==> config.mk <==
export PLATFORM = sky130hd
export DESIGN_NAME = selector_scan
export DESIGN_NICKNAME = d
export VERILOG_FILES = /design/src/rtl/selector_scan.sv
export SDC_FILE = /design/constraint.sdc
export NUM_CORES = 1
export LEC_CHECK = 0
export ABC_AREA = 1
export CORE_MARGIN = 2
export CORE_UTILIZATION = 30
export CTS_CLUSTER_DIAMETER = 50
export CTS_CLUSTER_SIZE = 8
export DETAILED_ROUTE_END_ITERATION = 10
export DONT_BUFFER_PORTS = 1
export SETUP_SLACK_MARGIN = 0.5
export SYNTH_ARGS = -nofsm -noshare
export SYNTH_HDL_FRONTEND = slang
export SYNTH_SLANG_ARGS = --single-unit
==> constraint.sdc <==
create_clock -name iClk -period 4.7 [get_ports iClk]
set_clock_uncertainty 0.15 [all_clocks]
set_input_delay 0.705 -clock iClk [delete_from_list [all_inputs] [get_ports iClk]]
set_output_delay 0.705 -clock iClk [all_outputs]
set_load 0.03 [all_outputs]
==> src/rtl/selector_scan.sv <==
// CH-channel, W-bit selector with a registered output. Channel comes either from iSel
// (manual) or from an internal dwell counter that walks every channel in turn (scan).
module selector_scan #(
    parameter int unsigned CH    = 4,
    parameter int unsigned W     = 4,
    parameter int unsigned DWELL = 4,
    localparam int unsigned SW   = (CH > 1) ? $clog2(CH) : 1
) (
    input  logic            iClk,
    input  logic            iRst_n,
    input  logic [CH*W-1:0] iData,
    input  logic [SW-1:0]   iSel,
    input  logic            iMode,
    input  logic            iHold,
    output logic [W-1:0]    oZ,
    output logic [SW-1:0]   oCh,
    output logic            oNew
);

    localparam int unsigned CW      = (DWELL > 1) ? $clog2(DWELL) : 1;
    localparam logic [SW-1:0] LastCh  = SW'(CH - 1);
    localparam logic [CW-1:0] LastCnt = CW'(DWELL - 1);

    localparam logic [1:0] StManual = 2'd0;
    localparam logic [1:0] StScan   = 2'd1;
    localparam logic [1:0] StHold   = 2'd2;

    logic [1:0]    state_q, state_d;
    logic [CW-1:0] cnt_q, cnt_d;
    logic [SW-1:0] ch_q, nxt_ch;
    logic [W-1:0]  z_q, z_d;
    logic          new_q, new_d;
    logic [SW-1:0] manual_ch;

    // Out-of-range selects (possible when CH is not a power of two) keep the current channel.
    always_comb begin
        manual_ch = ch_q;
        if (32'(iSel) < CH) begin
            manual_ch = iSel;
        end
    end

    always_comb begin
        state_d = state_q;
        cnt_d   = cnt_q;
        nxt_ch  = ch_q;
        case (state_q)
            StScan: begin
                if (cnt_q == LastCnt) begin
                    cnt_d  = '0;
                    nxt_ch = (ch_q == LastCh) ? '0 : ch_q + 1'b1;
                end else begin
                    cnt_d = cnt_q + 1'b1;
                end
                if (!iMode) begin
                    state_d = StManual;
                    cnt_d   = '0;
                    nxt_ch  = manual_ch;
                end else if (iHold) begin
                    state_d = StHold;
                end
            end
            StHold: begin
                if (!iMode) begin
                    state_d = StManual;
                    cnt_d   = '0;
                    nxt_ch  = manual_ch;
                end else if (!iHold) begin
                    state_d = StScan;
                end
            end
            default: begin
                state_d = iMode ? StScan : StManual;
                cnt_d   = '0;
                nxt_ch  = manual_ch;
            end
        endcase
    end

    always_comb begin
        z_d = '0;
        for (int k = 0; k < int'(CH); k++) begin
            if (nxt_ch == SW'(k)) begin
                z_d = iData[k*W +: W];
            end
        end
        new_d = (nxt_ch != ch_q);
    end

    always_ff @(posedge iClk or negedge iRst_n) begin
        if (!iRst_n) begin
            state_q <= StManual;
            cnt_q   <= '0;
            ch_q    <= '0;
            z_q     <= '0;
            new_q   <= 1'b0;
        end else begin
            state_q <= state_d;
            cnt_q   <= cnt_d;
            ch_q    <= nxt_ch;
            z_q     <= z_d;
            new_q   <= new_d;
        end
    end

    assign oZ   = z_q;
    assign oCh  = ch_q;
    assign oNew = new_q;

endmodule

# After elaboration in Yosys (flattened, before gate mapping)
# Cells that the tools add are included.
[op_classes]
eq_ne = 11
n_reduce_logical = 2
mux = 19
add_sub_neg = 2
[ops]
columns = ["op", "n"]
rows = [
  ["$mux W2", 11],
  ["$mux W4", 4],
  ["$pmux W2 S2", 3],
  ["$eq A2 B2 Y1 const B", 5],
  ["$ne A3 B3 Y1 const B", 2],
  ["$add A2 B1 Y2 const B", 2],
  ["$eq A2 B1 Y1 const B", 2],
  ["$logic_not A2 Y1", 1],
  ["$ne A2 B2 Y1", 1],
  ["$ne A2 B2 Y1 const B", 1],
  ["$reduce_and A2 Y1", 1],
  ["$mux W1", 1],
]
[totals]
wordCells = 39
output_inout_bits = 7
reg_bits = 11

# Logic depth before layout (Yosys ltp)
[logic_depth]
ltp_word = 10
ltp_mapped = 13
mapped_depth_nobuf = 12

# Worst setup path before layout
# Ideal clock, no wire load.
[synth_timing]
path_kind = "register -> register"
startpoint = "reg ch_q[0] (netlist: oCh[0])"
endpoint = "reg new_q (netlist: oNew)"
arrival_ns = 1.488
slack_ns = 2.933
path_stages_with_launch = 11
path_cell_list = "dfrtp_1 > ha_1 > a21boi_1 > nand2_1 > nand2_1 > nand2_2 > nand2_2 > buf_6 > inv_2 > nand2_2 > nand3_1"
[synth_between]
elab_chain_cells = 6
[synth_lines]
columns = ["item", "line", "rtl"]
rows = [
  ["start: declaration", "30", "logic [SW-1:0] ch_q, nxt_ch;"],
  ["start signal: assignment", "100", "ch_q <= nxt_ch;"],
  ["$add A2 B1 Y2 / $eq A2 B2 Y1 (equally long branches)", "51", "nxt_ch = (ch_q == LastCh) ? '0 : ch_q + 1'b1;"],
  ["$mux W2 *", "51", ""],
  ["$mux W2 *", "49", "if (cnt_q == LastCnt) begin"],
  ["$mux W2 *", "55", "if (!iMode) begin"],
  ["$pmux W2 S2 *", "47", "case (state_q)"],
  ["net nxt_ch[1]", "30", ""],
  ["$ne A2 B2 Y1 *", "87", "new_d = (nxt_ch != ch_q);"],
  ["net new_d", "32", "logic new_q, new_d;"],
  ["end signal: assignment", "102", "new_q <= new_d;"],
  ["end: declaration", "32", ""],
]
# Mark *: on every way through the listed nets, which the timed path passes. The rest lies on a longest branch.
# A chain may end at the register's enable or synchronous reset.

# Worst setup path in the final report
[layout_timing]
startpoint = "reg ch_q[0] (netlist: oCh[0])"
endpoint = "reg z_q[3] (netlist: oZ[3])"
[layout_between]
elab_chain_cells = 10
[layout_lines]
columns = ["item", "line", "rtl"]
rows = [
  ["$add A2 B1 Y2 / $eq A2 B2 Y1 (equally long branches)", "51", ""],
  ["$mux W2", "51", ""],
  ["$mux W2", "49", ""],
  ["$mux W2", "55", ""],
  ["$pmux W2 S2 *", "47", ""],
  ["$logic_not A2 Y1", "83", "if (nxt_ch == SW'(k)) begin"],
  ["$mux W4 (3 in a row)", "83", ""],
  ["$mux W4 *", "83", ""],
  ["net z_d[3]", "31", "logic [W-1:0] z_q, z_d;"],
  ["end signal: assignment", "101", "z_q <= z_d;"],
  ["end: declaration", "31", ""],
]
# Marks and branches as above.

==> results.toml <==
[outcome]
outcome = "finished clean"

[cts]
h-tree-depth = 1
root_buffer = "clkbuf_4"
post_cts_buffers = 0
cts.clk_slew.worst_paths_ns = 0.07
cts_buffer_depth = 2
cts_resized = 0
clk_latency_ns = 0.27
cts_tree = "done"
numCtsBuffers = 3
clock_sinks = 11

[detailed_routing]
drtIter0Drc = 16
wire_per_inst_um = 12.7
vias = 617
drt-total-wl_um = 1550
postRouteAntennaNets = 0
drc = 0
detail_route.first_pass.iterations = 4
routed_via_density = 5.06

[cells_and_area]
final_cell_mix = "24 x nand2_1, 12 x nand3_1, 11 x dfrtp_1"
fillers = 250
multi_input_area_um2 = 372
n_antenna_cell = 0
register_area_um2 = 275
layout-drive-gt1-share_pct = 13.8
nNetsFinal = 121
final_common_cell = "nand2_1"
area_delta_synth_final_pct = 6.79

[sta]
whs_ns = 0.335
worst_pin_slew_ns = 0.496
final_max_slew_viol_count = 0
relSlewSlack_pct = 66.9
grt_setup_unrepaired = "no"
period_share_pct = 43.3
finalSetupViolCount = 0
setup_slack_ns = 2.67
min_period_ns = 2.03
finalSetupTns_ns = 0
finalHoldViolCount = 0
fmax_mhz = 491

[setup_path]
critPathKind = "reg -> reg"
cpMostUsedCell = "nand2_1"
endpoint_kind = "flip-flop"
critical_path.cell_chain = "ha_1 > a21boi_1 > nand2_1 > nand2_1 > nand2_2 > nand2_2 > nor2_1 > nand2_1 > nand4_1"
cp-start-kind = "flip-flop"
cp_data_required_time_ns = 4.69
cpPeakStageDelay_ns = 0.62
cp_slowest_cell = "dfrtp_1"
path_max_fanout = 11
cp_data_arrival_time_ns = 2.03
critPathLaunch = "oCh[0]$_DFF_PN0_"
reg2reg_from = "oCh[0]$_DFF_PN0_"
ff2ff_setup_slack_ns = 2.67

[placement]
place_ws_ns = 2.70
port_buffers = 0
routabilityCongestion = 0.728
dp_hpwl_um = 1270

[synthesis]
synth-seq-cells = 11
synth_top_cell_by_area = "dfrtp_1"
synth.cell_area_um2 = 718
synth_top_area_share_pct = 38.3
syn_nets = 117
syn_inst = 91
ys_warn_count = 0
avgSynthCellArea_um2 = 7.89
ys_seq_area_share_pct = 38.3
yosys.cell_types.count = 18
synth.area.top_cells = "dfrtp_1 38%, nand2_1 13%, nand3_1 8.4%"

[global_routing]
use_met1_pct = 14.3
grt_use_met2_pct = 17.5
use_met3_pct = 6.21
grt_usage_pct = 12.4
grt_pass1_vias = 599
grt.overflow.total = 0
grt_pass1_wl_um = 2420
grt.busiest_layer = "met2"
grt_antenna_before_repair = 0
grt_max_degree = 12

[floorplan]
row_count = 17
dieArea_um2 = 2800
ios = 29
die_w_um = 52.9
die_h_um = 52.9
initial_utilization_pct = 32.2
core_area_um2 = 2230

[pwr]
powerDensity_nw_per_um2 = 482
p_leak_nw = 0.386
peakVddDrop_uv = 158

[worst_hold_path]
hold_class = "reg -> reg"
hp-start = "cnt_q[0]$_DFFE_PN0P_"

[flow_run]
cap_violations = 0
==> flip-flops by register name (all words and copies together), names as in the netlist <==
signal   cells
oCh          2
state_q      2
cnt_q        2
oNew         1
oZ           4
==> kinds of logic after synthesis <==
family / after synthesis / synth area share (%)
compound gates: 5 / 4.53
xor+xnor: 1 / 1.22
fa+ha+maj: 4 / 6.97
buf+inv: 15 / 9.93
flops: 11 / 38.3
simple gates: 55 / 39.0
==> power breakdown <==
| group | switching (W) | total (W) | internal [W] |
|---|---|---|---|
| Combinational | 0.0000731 | 0.000116 | 0.0000427 |
| Sequential | 0.0000652 | 0.000188 | 0.000123 |
| Clock | 0.0000332 | 0.0000661 | 0.0000329 |
==> worst max-delay path, delay by kind of cell, from the launching register on <==
| kind | cells | cell delay (ns) |
|---|---|---|
| AND/OR/NAND/NOR | 7 | 0.68 |
| AO/OA/AOI/OAI | 1 | 0.12 |
| flip-flops | 1 | 0.62 |
| adder cells (fa/ha/maj) | 1 | 0.32 |
==> routing by layer <==
layer | routed length, µm | vias up
li1 | - | 308
met1 | 642 | 282
met2 | 695 | 23
met3 | 165 | 4
met4 | 43 | 0
met5 | 0 | -
==> synthesized netlist by cell type <==
cell type	instances
nand2_1	24
a32o_1	1
nor2_1	4
nand4_1	8
a21boi_1	1
nand3_1	12
nand3b_2	1
nor2_4	1
ha_1	4
o21ai_0	2
a21oi_1	1
dfrtp_1	11
inv_2	3
xor2_1	1
inv_1	10
buf_6	2
nand3_4	1
nand2_2	4
==> layout make-up <==
type | count | area share (%)
Sequential cell | 11 | 35.9
Timing Repair Buffer | 1 | 1.31
Inverter | 13 | 6.36
Multi-Input combinational cell | 65 | 48.5
Clock buffer | 4 | 3.43
Tap cell | 28 | 4.57
==> stage by stage <==
step / cells / power [W] / utilization, % / instance area [µm²]
2_1_floorplan: 91 / 0.000286 / - / 718
3_3_place_gp: 117 / 0.000299 / 32.7 / 731
3_5_place_dp: 117 / 0.000305 / 32.7 / 731
4_1_cts: 122 / 0.000372 / 34.3 / 767
5_1_grt: 122 / 0.000395 / 34.3 / 767
6_report: 122 / 0.000370 / 34.3 / 767
==> worst paths after layout <==
path,endpoint,cells after the start
setup reg to reg,oZ[3]$_DFF_PN0_,9
max in group asynchronous,oCh[0]$_DFF_PN0_,1
min in group asynchronous,oNew$_DFF_PN0_,1
setup / recovery,oZ[3]$_DFF_PN0_,9
hold / removal,cnt_q[0]$_DFFE_PN0P_,1
hold reg to reg,cnt_q[0]$_DFFE_PN0P_,1
==> repair_timing <==
action,CTS,global route
setup endpoints to repair,0,0
hold endpoints to repair,11,0
hold buffers,1,0
(Power assumes the default switching activity.)
